$ cat src/rtl/ascon_io_bridge.sv
// Lane-parallel load/unload bridge between pad streams and a parallel Ascon AEAD core.
// Optional watchdog in WAIT: define ASCON_BRIDGE_TIMEOUT_EN.
module ascon_io_bridge #(
   parameter int unsigned LANES          = 1,
   parameter int unsigned KEY_BITS       = 128,
   parameter int unsigned DATA_BITS      = 64,
   parameter int unsigned TIMEOUT_CYCLES = 1024
) (
   input  logic                 clk,
   input  logic                 rst,
   input  logic                 in_valid,
   input  logic [LANES-1:0]     key_in,
   input  logic [LANES-1:0]     nonce_in,
   input  logic [LANES-1:0]     ad_in,
   input  logic [LANES-1:0]     data_in,
   input  logic [LANES-1:0]     tag_in,
   input  logic                 decrypt,
   input  logic                 start,
   output logic                 ready,
   output logic                 loaded,
   output logic                 out_valid,
   output logic [LANES-1:0]     data_out,
   output logic [LANES-1:0]     tag_out,
   output logic                 auth_fail,
   output logic [KEY_BITS-1:0]  core_key,
   output logic [KEY_BITS-1:0]  core_nonce,
   output logic [DATA_BITS-1:0] core_ad,
   output logic [DATA_BITS-1:0] core_data,
   output logic                 core_decrypt,
   output logic                 core_start,
   input  logic                 core_done,
   input  logic [DATA_BITS-1:0] core_data_out,
   input  logic [KEY_BITS-1:0]  core_tag_out
`ifdef ASCON_BRIDGE_TIMEOUT_EN
   ,
   output logic                 timeout
`endif
);

   localparam int unsigned LB = KEY_BITS / LANES;
   localparam int unsigned DB = DATA_BITS / LANES;
   localparam int unsigned BW = $clog2(LB + 1);

   typedef enum logic [2:0] {S_IDLE, S_LOAD, S_ARMED, S_WAIT, S_SHIFT} state_t;

   state_t                r_state;
   logic [BW-1:0]         r_beat;
   logic                  r_ready;
   logic                  r_loaded;
   logic                  r_out_valid;
   logic [LANES-1:0]      r_data_out;
   logic [LANES-1:0]      r_tag_out;
   logic                  r_auth_fail;
   logic [KEY_BITS-1:0]   r_core_key;
   logic [KEY_BITS-1:0]   r_core_nonce;
   logic [DATA_BITS-1:0]  r_core_ad;
   logic [DATA_BITS-1:0]  r_core_data;
   logic                  r_core_decrypt;
   logic                  r_core_start;
   logic [KEY_BITS-1:0]   r_tag;
   logic [DATA_BITS-1:0]  r_dsh;
   logic [KEY_BITS-1:0]   r_tsh;

   logic [BW-1:0]         w_beat_inc;
   logic                  w_load_last;
   logic                  w_data_live;
   logic                  w_fail;
   logic                  w_shift_last;

   assign w_beat_inc   = r_beat + BW'(1);
   assign w_load_last  = (r_beat == BW'(LB - 1));
   assign w_data_live  = (r_beat < BW'(DB));
   assign w_shift_last = (r_beat == BW'(LB));
   assign w_fail       = r_core_decrypt && (core_tag_out != r_tag);

`ifdef ASCON_BRIDGE_TIMEOUT_EN
   localparam int unsigned WDW = $clog2(TIMEOUT_CYCLES + 1);
   logic [WDW-1:0] r_wd;
   logic           r_timeout;
   assign timeout = r_timeout;
`endif

   // The core_* operand registers double as the load shift registers.
   always_ff @(posedge clk or posedge rst) begin
      if (rst) begin
         r_state        <= S_IDLE;
         r_beat         <= '0;
         r_ready        <= 1'b1;
         r_loaded       <= 1'b0;
         r_out_valid    <= 1'b0;
         r_data_out     <= '0;
         r_tag_out      <= '0;
         r_auth_fail    <= 1'b0;
         r_core_key     <= '0;
         r_core_nonce   <= '0;
         r_core_ad      <= '0;
         r_core_data    <= '0;
         r_core_decrypt <= 1'b0;
         r_core_start   <= 1'b0;
         r_tag          <= '0;
         r_dsh          <= '0;
         r_tsh          <= '0;
`ifdef ASCON_BRIDGE_TIMEOUT_EN
         r_wd           <= '0;
         r_timeout      <= 1'b0;
`endif
      end else begin
         r_core_start <= 1'b0;
         case (r_state)
            S_IDLE, S_LOAD: begin
               if (in_valid) begin
                  if (r_state == S_IDLE) begin
                     r_auth_fail <= 1'b0;
`ifdef ASCON_BRIDGE_TIMEOUT_EN
                     r_timeout   <= 1'b0;
`endif
                  end
                  r_ready      <= 1'b0;
                  r_core_key   <= {r_core_key[KEY_BITS-LANES-1:0], key_in};
                  r_core_nonce <= {r_core_nonce[KEY_BITS-LANES-1:0], nonce_in};
                  r_tag        <= {r_tag[KEY_BITS-LANES-1:0], tag_in};
                  if (w_data_live) begin
                     r_core_ad   <= {r_core_ad[DATA_BITS-LANES-1:0], ad_in};
                     r_core_data <= {r_core_data[DATA_BITS-LANES-1:0], data_in};
                  end
                  if (w_load_last) begin
                     r_beat   <= '0;
                     r_loaded <= 1'b1;
                     r_state  <= S_ARMED;
                  end else begin
                     r_beat  <= w_beat_inc;
                     r_state <= S_LOAD;
                  end
               end
            end
            S_ARMED: begin
               if (start) begin
                  r_core_decrypt <= decrypt;
                  r_core_start   <= 1'b1;
                  r_loaded       <= 1'b0;
                  r_state        <= S_WAIT;
`ifdef ASCON_BRIDGE_TIMEOUT_EN
                  r_wd           <= '0;
`endif
               end
            end
            S_WAIT: begin
               // Beat 0 is presented straight from the core so out_valid spans exactly LB cycles.
               if (core_done) begin
                  r_auth_fail <= w_fail;
                  r_out_valid <= 1'b1;
                  r_tag_out   <= core_tag_out[KEY_BITS-1 -: LANES];
                  r_data_out  <= w_fail ? '0 : core_data_out[DATA_BITS-1 -: LANES];
                  r_tsh       <= core_tag_out << LANES;
                  r_dsh       <= core_data_out << LANES;
                  r_beat      <= BW'(1);
                  r_state     <= S_SHIFT;
               end
`ifdef ASCON_BRIDGE_TIMEOUT_EN
               else if (r_wd == WDW'(TIMEOUT_CYCLES - 1)) begin
                  r_timeout <= 1'b1;
                  r_ready   <= 1'b1;
                  r_state   <= S_IDLE;
               end else begin
                  r_wd <= r_wd + WDW'(1);
               end
`endif
            end
            S_SHIFT: begin
               if (w_shift_last) begin
                  r_out_valid <= 1'b0;
                  r_tag_out   <= '0;
                  r_data_out  <= '0;
                  r_beat      <= '0;
                  r_ready     <= 1'b1;
                  r_state     <= S_IDLE;
               end else begin
                  r_tag_out  <= r_tsh[KEY_BITS-1 -: LANES];
                  r_data_out <= (w_data_live && !r_auth_fail) ? r_dsh[DATA_BITS-1 -: LANES] : '0;
                  r_tsh      <= r_tsh << LANES;
                  r_dsh      <= r_dsh << LANES;
                  r_beat     <= w_beat_inc;
               end
            end
            default: begin
               r_state <= S_IDLE;
               r_ready <= 1'b1;
            end
         endcase
      end
   end

   assign ready        = r_ready;
   assign loaded       = r_loaded;
   assign out_valid    = r_out_valid;
   assign data_out     = r_data_out;
   assign tag_out      = r_tag_out;
   assign auth_fail    = r_auth_fail;
   assign core_key     = r_core_key;
   assign core_nonce   = r_core_nonce;
   assign core_ad      = r_core_ad;
   assign core_data    = r_core_data;
   assign core_decrypt = r_core_decrypt;
   assign core_start   = r_core_start;

endmodule

$ cat config.mk
export PLATFORM = sky130hd
export DESIGN_NAME = ascon_io_bridge
export DESIGN_NICKNAME = d
export VERILOG_FILES = /design/src/rtl/ascon_io_bridge.sv
export SDC_FILE = /design/constraint.sdc
export NUM_CORES = 2
export LEC_CHECK = 0
export CAP_MARGIN = 20
export CORE_MARGIN = 3
export CORE_UTILIZATION = 35
export CTS_CLUSTER_SIZE = 28
export DETAILED_ROUTE_END_ITERATION = 10
export GPL_ROUTABILITY_DRIVEN = 0
export SYNTH_ARGS = -nofsm -noshare
export SYNTH_HDL_FRONTEND = slang
export SYNTH_SLANG_ARGS = --single-unit
$ cat constraint.sdc
create_clock -name clk -period 47.9 [get_ports clk]
set_input_delay 4.79 -clock clk [delete_from_list [all_inputs] [get_ports clk]]
set_output_delay 4.79 -clock clk [all_outputs]
set_load 0.02 [all_outputs]
* After elaboration in Yosys (flattened, before gate mapping)
Cells that the tools add are included.
** Storage, ports and cells
- Register bits :: 723
- Input port bits :: 203
- Word-level logic and storage cells :: 96
** Operators by class
- Add/subtract/negate cells :: 1
- Magnitude comparators :: 1
- Eq/ne operators :: 14
- Mux-type cells :: 41
- Bitwise logic cells :: 1
- Reduce and logical (&&, ||, !) cells :: 21
** Operators by type and width (count)
- $mux W128 :: 2
- $pmux W128 S2 :: 1
- $mux W64 :: 2
- $ne A128 B128 Y1 :: 1
- $pmux W64 S2 :: 1
- $mux W8 :: 4
- $pmux W8 S3 :: 1
- $mux W1 :: 18
- $reduce_and A3 Y1 :: 5
- $ne A2 B2 Y1 const B :: 7
- $mux W3 :: 4
- $pmux W3 S4 :: 1
- $reduce_and A4 Y1 :: 3
- $pmux W1 S2 :: 5
- $add A8 B1 Y8 const B :: 1
- $eq A8 B7 Y1 const B :: 1
- $eq A8 B8 Y1 const B :: 1
- $lt A8 B7 Y1 const B :: 1
- $eq A3 B2 Y1 const B :: 2
- $reduce_and A2 Y1 :: 3
- $reduce_bool A2 Y1 :: 3
- $reduce_or A2 Y1 :: 2
- $eq A3 B1 Y1 const B :: 1
- $eq A3 B3 Y1 const B :: 1
- 7 further kinds :: 8

* Depth between registers and ports, before layout
- Word-level depth :: 5
- Gate-level depth with buffers :: 9
- Depth with buffers taken out :: 7

* Worst setup path before layout
No wires, ideal clock.
- Path type :: input-to-reg
- Start point :: in in_valid
- End point :: reg r_core_nonce[0] (netlist: core_nonce[0])
- Arrival :: 5.990 ns
- Required time :: 47.775 ns
- Path slack :: 41.785 ns
- Stages :: 5
- Path buffers :: 3
- Path through :: nor3b_1 -> buf_2 -> clkbuf_1 -> buf_2 -> mux2_2
** Between the ends
- Cells in the longest elaborated chain, start to end :: 1
** Ends and longest elaborated chain
- start, declared :: line 11 : input logic in_valid,
- $reduce_and A2 Y1 (no source line)
- end signal, assigned :: line 120 : r_core_nonce <= {r_core_nonce[KEY_BITS-LANES-1:0], nonce_in};
- end, declared :: line 55 : logic [KEY_BITS-1:0] r_core_nonce;
Every way passes these cells.
A chain may end at the register's enable or synchronous reset.

* Worst setup path after layout
- Start point :: in in_valid
- End point :: reg r_core_key[2] (netlist: core_key[2])
** Between the ends
- Cells in the longest elaborated chain, start to end :: 1
** Ends and longest elaborated chain
- $reduce_and A2 Y1 (no source line)
- end signal, assigned :: line 119 : r_core_key <= {r_core_key[KEY_BITS-LANES-1:0], key_in};
- end, declared :: line 54 : logic [KEY_BITS-1:0] r_core_key;
Every way passes these cells.

==> summary.txt <==
Global route
  – Total grt overflow: 0
  – Largest net degree at the start of global routing: 196
  – Initial antenna violation count: 19
  – GRT Util Overall: 0.1905
  – Vias in the first global route: about 21000
  – First-pass GRT wire length: 131400 microns

Yosys
  – Unique cell type count in the Yosys netlist: 38
  – Post-synth EDFFs: 0
  – Post-synthesis async set-or-reset flop share: 1.000
  – Warning count from the yosys run: 0
  – Synth Area per Inst: 12.42 sq um
  – Seq/Total Area, Yosys: 0.6052
  – Mapped Area: 29810 sq um
  – Synthesized flop and latch total: 721
  – Synth Flop Type: dfrtp_1
  – Syn_nets: between 2000 and 3000
  – Synthesized instance count: approximately 2400

Job
  – Max Cap Violations: 0

Place
  – DPL Wire Length: 60770 microns
  – IO Port Bufs: roughly 590
  – Place WS: 39.20 ns

Setup path
  – Crit-path max FO: 192
  – Crit-path max cell delay: 0.89 ns
  – Worst path cell trace: clkdlybuf4s50_1, nor3b_2, buf_4, buf_12, buf_4, mux2_2
  – Setup CP Type: in2reg
  – Startpoint type of the worst setup path: input port
  – WP data arrival: between 8 and 9 ns
  – Reg2reg start: r_state[2]$_DFFE_PP0P_
  – Critical Path Most Common Cell: buf_4
  – CP Launch Point: in_valid
  – Crit-path slowest cell: buf_4
  – Endpoint class of the critical path: flip-flop
  – Critical path required time: 48.40 ns

CTS
  – CTS Buf Count: 82
  – H-tree Lvls: 3
  – CTS tree: done
  – Postcts setup bufs: 0
  – # resized after CTS: 0
  – Clock Root Buffer: clkbuf_16
  – Clock sink count: 721
  – Clk buf depth: 3
  – Later-pin clock latency in the skew report: 0.63 ns
  – Worst-path clk slew: 0.06 ns
  – CTS Hold Bufs: 0

Timing
  – Tcrit/Tclk final: 0.1677
  – Hold Vio Cnt, Final: 0
  – Worst Clk Skew: 0.02397 ns
  – Setup tns final: 0 ns
  – Maximum clock frequency: 0.1245 GHz
  – Final Max Slew Viols: 0
  – Worst slew margin: 0.1028
  – RSZ-0062 raised after global routing: false
  – Final WS setup: 39.87 ns
  – Slew @ Worst Pin: about 1.3 ns
  – Hold_ws: roughly 0.52 ns
  – Endpoints failing setup: 0
  – Post-layout minimum cycle time: ~8 ns

Cells and area
  – Finished Core Util: 0.4722
  – Final net count: 3161
  – Layout cell share with drive strength beyond 1: 0.2269
  – Area grow syn2layout: 32.98%
  – Fillers: ~7500

Die
  – Starting Density: 0.3551
  – Row cnt: 106
  – Number of I/O pins: 595
  – Die height: between 200 and 300 microns
  – Core Footprint: around 84000 sq um
  – Die area: 88710 sq um
  – Die span in x: 297.9 microns

Drt
  – Vias per cell: 4.941
  – Drt total wl: a little under 90000 microns
  – First DRT Iteration DRCs: 1247
  – Antenna Nets Post-Route: 0
  – WL/cell: 20.74 microns
  – DR vias: 20591
  – # DRC: 0
  – Drt pass-1 iters: 5

Power
  – Maximum VDD drop: approximately 32 uV
  – Power per Cell Area: 43.02 nW/um^2
  – Leak Pwr: roughly 18 nW

Worst hold path
  – Hold crit path type: reg2reg
  – Worst hold start: core_ad[63]$_DFFE_PP0P_

Outcome
  – Status: completed
placed cells by master (no fill, tap or decap), drive strengths merged, types with 5 or more instances in the layout:
cell | synthesis | layout
nand2 | 387 | 387
clkbuf | 53 | 118
nand4 | 9 | 9
mux2 | 513 | 513
xor2 | 128 | 128
bufinv | 0 | 7
nor2 | 199 | 199
clkinvlp | 0 | 5
clkinv | 0 | 18
inv | 12 | 15
a31oi | 190 | 190
diode | 0 | 10
nand3 | 7 | 7
o21ai | 17 | 17
dfrtp | 720 | 720
a21oi | 5 | 5
nor4 | 36 | 36
clkdlybuf4s50 | 0 | 594
buf | 91 | 21
kinds of logic after synthesis:
group | synth area share
xor+xnor | 0.03760
flops | 0.6052
fa+ha+maj | 0.0008392
buf+inv | 0.02636
compound gates | 0.04717
simple gates | 0.08834
mux | 0.1944
layout make-up:
cell class                      count  area, sq um  share of cell area
Sequential cell                   721        18040              0.4551
Multi-Input combinational cell   1524        11010              0.2778
Timing Repair Buffer              615         6188              0.1561
Clock buffer                      118         2501             0.06309
Tap cell                         1134         1419             0.03579
Clock inverter                     33        404.1             0.01019
Inverter                           12        52.55            0.001326
Antenna cell                       10        25.02           0.0006312
final timing paths:
check,endpoint,slack (ns),cells past startpoint
worst max-delay path,core_key[2]$_DFFE_PP0P_,39.87,6
worst min-delay path,core_ad[63]$_DFFE_PP0P_,0.52,1
worst max register to register,core_key[2]$_DFFE_PP0P_,44.12,5
worst min register to register,core_ad[63]$_DFFE_PP0P_,0.52,1
max in group asynchronous,core_nonce[18]$_DFFE_PP0P_,40.44,6
min in group asynchronous,core_data[27]$_DFFE_PP0P_,4.70,2
per-stage QoR:
step | cells | total power, W | cell area (sq um)
6_report | 4167 | 0.001705 | 39650
5_1_grt | 4165 | 0.001792 | 39640
3_5_place_dp | 4003 | 0.001054 | 36630
3_3_place_gp | 4003 | 0.001041 | 36630
4_1_cts | 4154 | 0.001728 | 39540
2_1_floorplan | 2401 | 0.0009387 | 29810
synth_stat cells, types with 2 or more instances:
| cell | count | area [sq um] |
|---|---|---|
| a21oi_1 | 5 | 25.02 |
| o21ai_0 | 17 | 85.08 |
| o22a_1 | 2 | 17.52 |
| nand4_1 | 9 | 56.30 |
| xor2_1 | 128 | 1121 |
| ha_1 | 2 | 25.02 |
| inv_1 | 12 | 45.04 |
| nor3_1 | 3 | 15.01 |
| nand2_1 | 386 | 1449 |
| o31ai_1 | 3 | 22.52 |
| mux2_2 | 513 | 5777 |
| and3_1 | 4 | 25.02 |
| buf_2 | 76 | 380.4 |
| buf_4 | 3 | 22.52 |
| nand2b_1 | 4 | 25.02 |
| a31oi_1 | 190 | 1189 |
| nor4_1 | 36 | 225.2 |
| mux2i_1 | 2 | 20.02 |
| nor2_1 | 199 | 747.0 |
| nand3_1 | 7 | 35.03 |
| clkbuf_1 | 53 | 198.9 |
| buf_6 | 11 | 123.9 |
| or2_1 | 2 | 12.51 |
| dfrtp_1 | 720 | 18020 |
metal layers:
metal,part of all wire,GRT usage,up-vias,wire (microns)
met5,0.00095,0,-,82
met4,0.035,0.07539,12,3049
met3,0.080,0.06179,163,6924
met2,0.48,0.3111,598,41560
met1,0.40,0.2341,10392,34830
li1,-,-,9426,-
registers in the layout, summed over array words and instances (netlist names), 3 cells and up:
| signal | flops |
|---|---|
| core_ad | 64 |
| core_data | 64 |
| core_key | 128 |
| core_nonce | 128 |
| r_beat | 8 |
| r_dsh | 63 |
| r_state | 3 |
| r_tag | 128 |
| r_tsh | 127 |
power by group:
| group | internal, W | switching [W] | total, W |
|---|---|---|---|
| Sequential | 0.000718 | 0.0000713 | 0.000789 |
| Combinational | 0.000129 | 0.000125 | 0.000254 |
| Clock | 0.000403 | 0.000260 | 0.000662 |
| Total | 0.00125 | 0.000456 | 0.00171 |
worst max-delay path, delay by kind of cell:
kind,cells,cell delay [ns]
AND/OR/NAND/NOR,1,0.19
buffers and inverters,4,2.55
multiplexers,1,0.42
Note: power is estimated with default switching activity, not from simulation.
